## config.mk

```make
export PLATFORM = sky130hd
export DESIGN_NAME = load_store_unit_flat
export DESIGN_NICKNAME = d
export VERILOG_FILES = /design/src/rtl/load_store_unit_if.sv /design/src/rtl/load_store_unit.sv /design/src/flat_wrapper.sv
export SDC_FILE = /design/constraint.sdc
export NUM_CORES = 1
export LEC_CHECK = 0
export CAP_MARGIN = 30
export CELL_PAD_IN_SITES_DETAIL_PLACEMENT = 0
export CELL_PAD_IN_SITES_GLOBAL_PLACEMENT = 1
export CORE_AREA = 8 8 132 134
export DETAILED_ROUTE_END_ITERATION = 10
export DIE_AREA = 0 0 140 142
export PLACE_DENSITY = 0.88
export REMOVE_ABC_BUFFERS = 1
export SLEW_MARGIN = 20
export SYNTH_ARGS = -nofsm -noshare
export SYNTH_HDL_FRONTEND = slang
export SYNTH_SLANG_ARGS = --single-unit
```

## constraint.sdc

```tcl
create_clock -name clk -period 4.38 [get_ports clk]
set_input_delay 0.438 -clock clk [delete_from_list [all_inputs] [get_ports clk]]
set_output_delay 0.438 -clock clk [all_outputs]
set_load 0.03 [all_outputs]
```

## src/rtl/load_store_unit_if.sv

```systemverilog
// Single-beat memory bus between the load/store unit (master) and memory (slave).
interface load_store_unit_if;
  logic        mem_req;
  logic        mem_we;
  logic [31:0] mem_addr;
  logic [3:0]  mem_be;
  logic [31:0] mem_wdata;
  logic        mem_ack;
  logic [31:0] mem_rdata;

  modport master (
    output mem_req, mem_we, mem_addr, mem_be, mem_wdata,
    input  mem_ack, mem_rdata
  );

  modport slave (
    input  mem_req, mem_we, mem_addr, mem_be, mem_wdata,
    output mem_ack, mem_rdata
  );
endinterface

```

## src/rtl/load_store_unit.sv

```systemverilog
// Load/store unit: turns byte/half/word pipeline requests into single-beat
// word-aligned bus transfers, with misalignment detection and an ack timeout.
module load_store_unit #(
  parameter int unsigned TIMEOUT = 255
) (
  input  logic        clk,
  input  logic        rst,
  input  logic        req_valid,
  input  logic        is_load,
  input  logic        we_mem,
  input  logic        is_signed,
  input  logic [1:0]  word_length,
  input  logic [31:0] addr,
  input  logic [31:0] wdata,
  output logic        busy,
  output logic        done,
  output logic [31:0] rdata,
  output logic        misaligned,
  output logic        bus_err,
  load_store_unit_if.master mem
);

  localparam int unsigned CNT_W = (TIMEOUT < 2) ? 1 : $clog2(TIMEOUT + 1);

  typedef enum logic [1:0] {IDLE, REQ, RESP} state_t;
  typedef enum logic [1:0] {SZ_BYTE = 2'b00, SZ_HALF = 2'b01, SZ_WORD = 2'b10} size_t;

  typedef struct packed {
    logic       is_load;
    logic       is_signed;
    size_t      size;
    logic [1:0] lane;
  } req_t;

  state_t           state;
  req_t             cap;
  logic [CNT_W-1:0] cnt;

  size_t       size_c;
  logic        misaligned_c;
  logic [3:0]  be_c;
  logic [31:0] wdata_c;
  logic        accept_c;

  // Decode the incoming request; word_length 11 is folded into word.
  always_comb begin
    size_c       = SZ_WORD;
    misaligned_c = 1'b0;
    be_c         = 4'b1111;
    wdata_c      = wdata;
    accept_c     = req_valid & (is_load | we_mem);
    case (word_length)
      2'b00:   size_c = SZ_BYTE;
      2'b01:   size_c = SZ_HALF;
      default: size_c = SZ_WORD;
    endcase
    case (size_c)
      SZ_BYTE: begin
        be_c    = 4'b0001 << addr[1:0];
        wdata_c = {4{wdata[7:0]}};
      end
      SZ_HALF: begin
        misaligned_c = addr[0];
        be_c         = addr[1] ? 4'b1100 : 4'b0011;
        wdata_c      = {2{wdata[15:0]}};
      end
      default: begin
        misaligned_c = (addr[1:0] != 2'b00);
        be_c         = 4'b1111;
        wdata_c      = wdata;
      end
    endcase
  end

  // Lane select and sign/zero extension of the returned word; stores read back 0.
  function automatic logic [31:0] extend(input req_t r, input logic [31:0] d);
    logic [7:0]  b;
    logic [15:0] h;
    logic [31:0] res;
    case (r.lane)
      2'd0:    b = d[7:0];
      2'd1:    b = d[15:8];
      2'd2:    b = d[23:16];
      default: b = d[31:24];
    endcase
    h = r.lane[1] ? d[31:16] : d[15:0];
    case (r.size)
      SZ_BYTE: res = {{24{r.is_signed & b[7]}}, b};
      SZ_HALF: res = {{16{r.is_signed & h[15]}}, h};
      default: res = d;
    endcase
    return r.is_load ? res : 32'd0;
  endfunction

  always_ff @(posedge clk or negedge rst) begin
    if (!rst) begin
      state         <= IDLE;
      cap           <= '0;
      cnt           <= '0;
      busy          <= 1'b0;
      done          <= 1'b0;
      rdata         <= '0;
      misaligned    <= 1'b0;
      bus_err       <= 1'b0;
      mem.mem_req   <= 1'b0;
      mem.mem_we    <= 1'b0;
      mem.mem_addr  <= '0;
      mem.mem_be    <= '0;
      mem.mem_wdata <= '0;
    end else begin
      done       <= 1'b0;
      misaligned <= 1'b0;
      bus_err    <= 1'b0;
      case (state)
        IDLE: begin
          if (accept_c) begin
            cap.is_load   <= is_load;
            cap.is_signed <= is_signed;
            cap.size      <= size_c;
            cap.lane      <= addr[1:0];
            busy          <= 1'b1;
            if (misaligned_c) begin
              state      <= RESP;
              done       <= 1'b1;
              misaligned <= 1'b1;
              rdata      <= '0;
            end else begin
              state         <= REQ;
              cnt           <= '0;
              mem.mem_req   <= 1'b1;
              mem.mem_we    <= we_mem & ~is_load;
              mem.mem_addr  <= {addr[31:2], 2'b00};
              mem.mem_be    <= be_c;
              mem.mem_wdata <= wdata_c;
            end
          end
        end
        REQ: begin
          if (mem.mem_ack || (cnt == CNT_W'(TIMEOUT - 1))) begin
            state         <= RESP;
            done          <= 1'b1;
            bus_err       <= ~mem.mem_ack;
            rdata         <= mem.mem_ack ? extend(cap, mem.mem_rdata) : 32'd0;
            mem.mem_req   <= 1'b0;
            mem.mem_we    <= 1'b0;
            mem.mem_addr  <= '0;
            mem.mem_be    <= '0;
            mem.mem_wdata <= '0;
          end else begin
            cnt <= cnt + 1'b1;
          end
        end
        RESP: begin
          state <= IDLE;
          busy  <= 1'b0;
        end
        default: begin
          state <= IDLE;
          busy  <= 1'b0;
        end
      endcase
    end
  end

endmodule

```

## src/flat_wrapper.sv

```systemverilog
// flat-port wrapper written by rule: the top's interface ports become plain ports
module load_store_unit_flat 
#(
  parameter int unsigned TIMEOUT = 255
)
  (clk, rst, req_valid, is_load, we_mem, is_signed, word_length, addr, wdata, busy, done, rdata, misaligned, bus_err, mem_mem_req, mem_mem_we, mem_mem_addr, mem_mem_be, mem_mem_wdata, mem_mem_ack, mem_mem_rdata);
  load_store_unit_if mem_i ();
  input  logic clk;
  input  logic rst;
  input  logic req_valid;
  input  logic is_load;
  input  logic we_mem;
  input  logic is_signed;
  input  logic [1:0] word_length;
  input  logic [31:0] addr;
  input  logic [31:0] wdata;
  output logic busy;
  output logic done;
  output logic [31:0] rdata;
  output logic misaligned;
  output logic bus_err;
  output wire logic [$bits(mem_i.mem_req)-1:0] mem_mem_req;
  output wire logic [$bits(mem_i.mem_we)-1:0] mem_mem_we;
  output wire logic [$bits(mem_i.mem_addr)-1:0] mem_mem_addr;
  output wire logic [$bits(mem_i.mem_be)-1:0] mem_mem_be;
  output wire logic [$bits(mem_i.mem_wdata)-1:0] mem_mem_wdata;
  input wire logic [$bits(mem_i.mem_ack)-1:0] mem_mem_ack;
  input wire logic [$bits(mem_i.mem_rdata)-1:0] mem_mem_rdata;
  assign mem_mem_req = mem_i.mem_req;
  assign mem_mem_we = mem_i.mem_we;
  assign mem_mem_addr = mem_i.mem_addr;
  assign mem_mem_be = mem_i.mem_be;
  assign mem_mem_wdata = mem_i.mem_wdata;
  assign mem_i.mem_ack = mem_mem_ack;
  assign mem_i.mem_rdata = mem_mem_rdata;
  load_store_unit #(.TIMEOUT(TIMEOUT)) u_core (.clk(clk), .rst(rst), .req_valid(req_valid), .is_load(is_load), .we_mem(we_mem), .is_signed(is_signed), .word_length(word_length), .addr(addr), .wdata(wdata), .busy(busy), .done(done), .rdata(rdata), .misaligned(misaligned), .bus_err(bus_err), .mem(mem_i));
endmodule
```

# Word level (Yosys, flattened, before mapping)
# Cells that the tools add are included.
[word_totals] out_inout_bits=106 reg_bits=122 input_bits=105 elab_cells=103
[classes] n_eq_ne=12 n_bitwise=8 mux=51 reduce_logical=14 n_addsub=1 shift=1
[ops] cell="$mux W32" count=10
[ops] cell="$pmux W32 S2" count=5
[ops] cell="$mux W8" count=5
[ops] cell="$pmux W8 S3" count=1
[ops] cell="$mux W16" count=1
[ops] cell="$mux W4" count=4
[ops] cell="$pmux W4 S2" count=2
[ops] cell="$pmux W8 S2" count=1
[ops] cell="$mux W1" count=12
[ops] cell="$reduce_and A4 Y1" count=3
[ops] cell="$eq A2 B1 Y1 const B" count=5
[ops] cell="$logic_not A2 Y1" count=5
[ops] cell="$pmux W1 S2" count=5
[ops] cell="$add A8 B1 Y8 const B" count=1
[ops] cell="$eq A8 B8 Y1 const B" count=1
[ops] cell="$pmux W2 S2" count=2
[ops] cell="$mux W2" count=3
[ops] cell="$ne A2 B1 Y1 const B" count=3
[ops] cell="$reduce_and A2 Y1" count=3
[ops] cell="$and A1 B1 Y1" count=4
[ops] cell="$ne A2 B2 Y1 const B" count=2
[ops] cell="$reduce_bool A2 Y1" count=2
[ops] cell="$shl A1 B2 Y4 const A" count=1
[ops] cell="$not A1 Y1" count=3
[ops] cell="3 further kinds" count=3

# Logic depth before layout (Yosys ltp)
[logic_depth] ltp_word=10 mapped_depth=8

# Worst setup path after synthesis
# No wires, ideal clock.
[synth_path] kind="reg-to-reg" startpoint="register u_core.cnt[0]" endpoint="register u_core.rdata[29]" path_stages_with_launch=8 setup_ns=0.127 required_time_ns=4.253 path_slack_ns=2.613 arrival_ns=1.641 path_cell_list="dfrtp_1 -> inv_1 -> ha_1 -> nand3_1 -> o21bai_2 -> a22oi_2 -> buf_2 -> a221o_2"
[synth_via] elab_chain_len=4
[synth_rtl] element="start: declaration" line_no="load_store_unit.sv:37" source="logic [CNT_W-1:0] cnt;"
[synth_rtl] element="start signal: assignment" line_no="load_store_unit.sv:150" source="cnt <= cnt + 1'b1;"
[synth_rtl] element="$eq A8 B8 Y1" line_no="load_store_unit.sv:139" source="if (mem.mem_ack || (cnt == CNT_W'(TIMEOUT - 1))) begin"
[synth_rtl] element="$logic_or A1 B1 Y1" line_no="load_store_unit.sv:139"
[synth_rtl] element="$ne A2 B1 Y1 (no source line)"
[synth_rtl] element="$reduce_and A4 Y1 (no source line)"
[synth_rtl] element="end signal: assignment" line_no="load_store_unit.sv:143" source="rdata <= mem.mem_ack ? extend(cap, mem.mem_rdata) : 32'd0;"
[synth_rtl] element="end: declaration" line_no="load_store_unit.sv:17" source="output logic [31:0] rdata,"
# Every way passes these cells.
# A chain may end at the register's enable or synchronous reset.

# Final worst setup path
[layout_path] startpoint="input word_length[0]" endpoint="register u_core.mem.mem_wdata[28]"
[layout_via] elab_chain_len=7 word_cells_on_any_way=12 classes_between="eq/ne (3); mux (6); reduce/logical (3)"
[layout_rtl] element="start: declaration" line_no="flat_wrapper.sv:14" source="input logic [1:0] word_length;"
[layout_rtl] element="$eq A2 B1 Y1 / $logic_not A2 Y1 (equally long branches)" line_no="load_store_unit.sv:52" source="case (word_length)"
[layout_rtl] element="$pmux W2 S2 (*)" line_no="load_store_unit.sv:52"
[layout_rtl] element="$eq A2 B1 Y1 / $logic_not A2 Y1 (equally long branches)" line_no="load_store_unit.sv:57" source="case (size_c)"
[layout_rtl] element="$pmux W32 S2" line_no="load_store_unit.sv:57"
[layout_rtl] element="$mux W32" line_no="load_store_unit.sv:122" source="if (misaligned_c) begin"
[layout_rtl] element="$mux W32" line_no="load_store_unit.sv:116" source="if (accept_c) begin"
[layout_rtl] element="$pmux W32 S2" line_no="load_store_unit.sv:114" source="case (state)"
[layout_rtl] element="end signal: assignment" line_no="load_store_unit.sv:134" source="mem.mem_wdata <= wdata_c;"
[layout_rtl] element="end: declaration" line_no="load_store_unit_if.sv:12" source="output mem_req, mem_we, mem_addr, mem_be, mem_wdata,"
# Mark *: on every way between the ends. The rest lies on a longest branch, timed or not. The select of a mux whose other input is x is not followed.

==> impl_metrics.env <==
export IMPL_status="complete, no violations"
export IMPL_nNetsFinal=770
export IMPL_crit_fanout=48
export IMPL_wl_mm=17.31
export IMPL_antenna_found_initial=0
export IMPL_grt_pass1_wl_mm=27.94
export IMPL_required_ns=4.73
export IMPL_drc=0
export IMPL_start_util=0.3523
export IMPL_syn_area_mm2=0.005434
export IMPL_clock_skew_ns=0.008953
export IMPL_grt_pass1_vias=5159
export IMPL_diodes=0
export IMPL_max_slew_margin=0.3758
export IMPL_ir_drop_uv=298.3
export IMPL_cts_made_buffers=17
export IMPL_die_area_mm2=0.01988
export IMPL_slew_viol_final=0
export IMPL_grt_usage=0.1774
export IMPL_path_clk_slew_ns=0.06
export IMPL_placementRows=46
export IMPL_hold_violations=0
export IMPL_rsz0062_at_grt="no"
export IMPL_timing_rr_start="u_core.cnt[0]"
export IMPL_cp_start_kind="input port"
export IMPL_period_share=0.5595
export IMPL_synth_edf_count=0
export IMPL_cp_end_kind="flip-flop"
export IMPL_die_x_um=140
export IMPL_dp_hpwl_mm=12.41
export IMPL_ys_warn_count=0
export IMPL_wl_per_cell_um=19.94
export IMPL_syn_area_per_cell_um2=11.76
export IMPL_path_class="in -> reg"
export IMPL_worst_pin_slew_ns=0.9364
export IMPL_area_delta_synth_final_pct=52.64
export IMPL_critPathArrivalTime_ns=2.80
export IMPL_fin_crit_ns=2.450
export IMPL_ff2ff_path_depth=7
export IMPL_root_buffer="clkbuf_16"
export IMPL_die_h_um=142
export IMPL_async_reset_ff_frac=1.000
export IMPL_setup_viol=0
export IMPL_synth_seq_cells=120
export IMPL_clockBufferDepth=2
export IMPL_post_cts_buffers=0
export IMPL_fmax_mhz=408.1
export IMPL_htree_levels=4
export IMPL_clk_latency_ns=0.41
export IMPL_powerDensity_mw_per_mm2=573.8
export IMPL_hold_path_class="in -> async"
export IMPL_drive_gt1_frac=0.1080
export IMPL_core_area_mm2=0.01542
export IMPL_drt_iter0_drc=283
export IMPL_cts_tree="done"
export IMPL_rr_endpoint="u_core.mem.mem_wdata[28]"
export IMPL_post_dp_cell_area_mm2=0.007659
export IMPL_vias=4752
export IMPL_synthCells=462
export IMPL_dr_pass1_iters=5
export IMPL_grt_max_degree=54
export IMPL_gp_congestion=0.8303
export IMPL_leakage_nw=3.655
export IMPL_synth_cell_types=58
export IMPL_cap_violations=0
export IMPL_routed_via_density=5.475
export IMPL_boundaryPins=211
export IMPL_final_cell_area_mm2=0.008294
export IMPL_synth_ff_type="dfrtp_1"
export IMPL_post_cts_resized=0
export IMPL_cts_hold_buffers=0
export IMPL_numPortBuffers=208
export IMPL_finalSetupTns_ns=0
export IMPL_ant_nets=0
export IMPL_clock_sinks=120
export IMPL_fin_util=0.5377
export IMPL_ys_seq_area_frac=0.5526
export IMPL_grt_overflow=0
export IMPL_reg2reg_slack_ns=1.97
cells in the final DEF, fill, tap and decap left out, types with 3 or more instances in the layout:
| cell | n |
|---|---|
| clkinv_2 | 3 |
| buf_4 | 9 |
| mux2i_1 | 26 |
| clkdlybuf4s50_1 | 207 |
| dfrtp_1 | 120 |
| nand2_1 | 32 |
| a221oi_1 | 8 |
| a221o_1 | 6 |
| clkbuf_16 | 17 |
| clkinv_4 | 3 |
| nand4_1 | 3 |
| nor2_1 | 6 |
| mux2_2 | 8 |
| o21ai_0 | 17 |
| a21o_1 | 9 |
| nand2b_1 | 4 |
| nand3_1 | 4 |
| a22o_1 | 55 |
| clkbuf_8 | 3 |
| a21oi_1 | 10 |
| o2bb2ai_1 | 18 |
| bufinv_16 | 3 |
| o21bai_1 | 6 |
| inv_1 | 19 |
| a221o_2 | 10 |
| nor3_1 | 22 |
area by class of cell:
type	count	area, µm²
repair buffers	218	2171
flip-flops and latches	120	3003
inverters	19	71.32
fillers	1311	7131
clock buffers	21	470.5
well taps	192	240.2
multi-input cells	287	2192
clock inverters	11	146.4
where the power goes:
group / leakage, nW / switching, mW / total (mW) / internal [mW]
combinational: 1.78 / 0.945 / 1.71 / 0.763
sequential: 1.58 / 0.227 / 1.61 / 1.38
clock: 0.299 / 0.504 / 1.44 / 0.939
total: 3.65 / 1.68 / 4.76 / 3.08
logic make-up after synthesis:
group	count (synthesis)	synth area share
AOI/OAI and AO/OA	156	0.2395
xor gates and xnor gates	3	0.004836
adders and majority gates	2	0.004604
buffers and inverters	56	0.04628
DFF	120	0.5526
muxes	35	0.06862
other	1	0.0006901
and+or+nand+nor	89	0.08290
state kept, by name (all words and copies together), names as in the netlist:
signal,cells
u_core.bus_err,1
u_core.mem.mem_req,1
u_core.mem.mem_wdata,32
u_core.cnt,8
u_core.done,1
u_core.mem.mem_addr,30
u_core.misaligned,1
u_core.rdata,32
u_core.mem.mem_be,4
u_core.state,2
u_core.busy,1
u_core.cap,6
u_core.mem.mem_we,1
worst max-delay path: stages:
cell,delay (ns)
clkdlybuf4s50_1,0.45
buf_4,0.24
o21ai_1,0.16
and4_2,0.27
a21oi_4,0.43
buf_4,0.52
a22o_1,0.23
worst max-delay path by stage:
| stage | start | endpoint | slack (ns) | cells after the start |
|---|---|---|---|---|
| 2_1_floorplan | is_load | u_core.mem.mem_wdata[24] | 1.10 | 4 |
| 3_3_place_gp | word_length[0] | u_core.mem.mem_wdata[28] | 1.60 | 7 |
| 3_5_place_dp | word_length[0] | u_core.mem.mem_wdata[28] | 1.51 | 7 |
| 4_1_cts | u_core.cap[1] | u_core.rdata[26] | 1.88 | 4 |
| 5_1_grt | u_core.cnt[0] | u_core.mem.mem_wdata[28] | 1.80 | 7 |
| 6_report | word_length[0] | u_core.mem.mem_wdata[28] | 1.93 | 7 |
through the flow:
step           hold slack (ns)  std cells  setup slack [ns]  total power [mW]
2_1_floorplan           0.1424        426             1.095             2.501
3_3_place_gp            0.4615        832             1.602             3.304
3_5_place_dp            0.4650        834             1.507             3.334
4_1_cts                0.03286        866             1.884             4.806
5_1_grt                0.05765        868             1.800             4.975
6_report               0.02487        868             1.930             4.759
Yosys cell counts (8+ instances only):
| library cell | count | area, µm² |
|---|---|---|
| nor3_1 | 22 | 110.1 |
| buf_2 | 12 | 60.06 |
| a221o_2 | 10 | 112.6 |
| mux2i_1 | 26 | 260.3 |
| dfrtp_1 | 120 | 3003 |
| clkbuf_1 | 17 | 63.81 |
| a21oi_1 | 10 | 50.05 |
| o21ai_0 | 17 | 85.08 |
| mux2_2 | 8 | 90.09 |
| a221oi_1 | 8 | 70.07 |
| nand2_1 | 32 | 120.1 |
| o2bb2ai_1 | 18 | 157.7 |
| inv_1 | 19 | 71.32 |
| a21o_1 | 9 | 67.56 |
| a22o_1 | 55 | 481.7 |
per-layer routing:
metal / vias to the layer above / wire length, µm / part of all wire / global-route usage
li1: 2150 / - / - / -
met1: 2367 / 7475 / 0.43 / 0.2138
met2: 212 / 8268 / 0.48 / 0.2864
met3: 23 / 1251 / 0.072 / 0.06038
met4: 0 / 311 / 0.018 / 0.07314
met5: - / 0 / 0 / 0
Note: power is estimated with default switching activity, not from simulation.
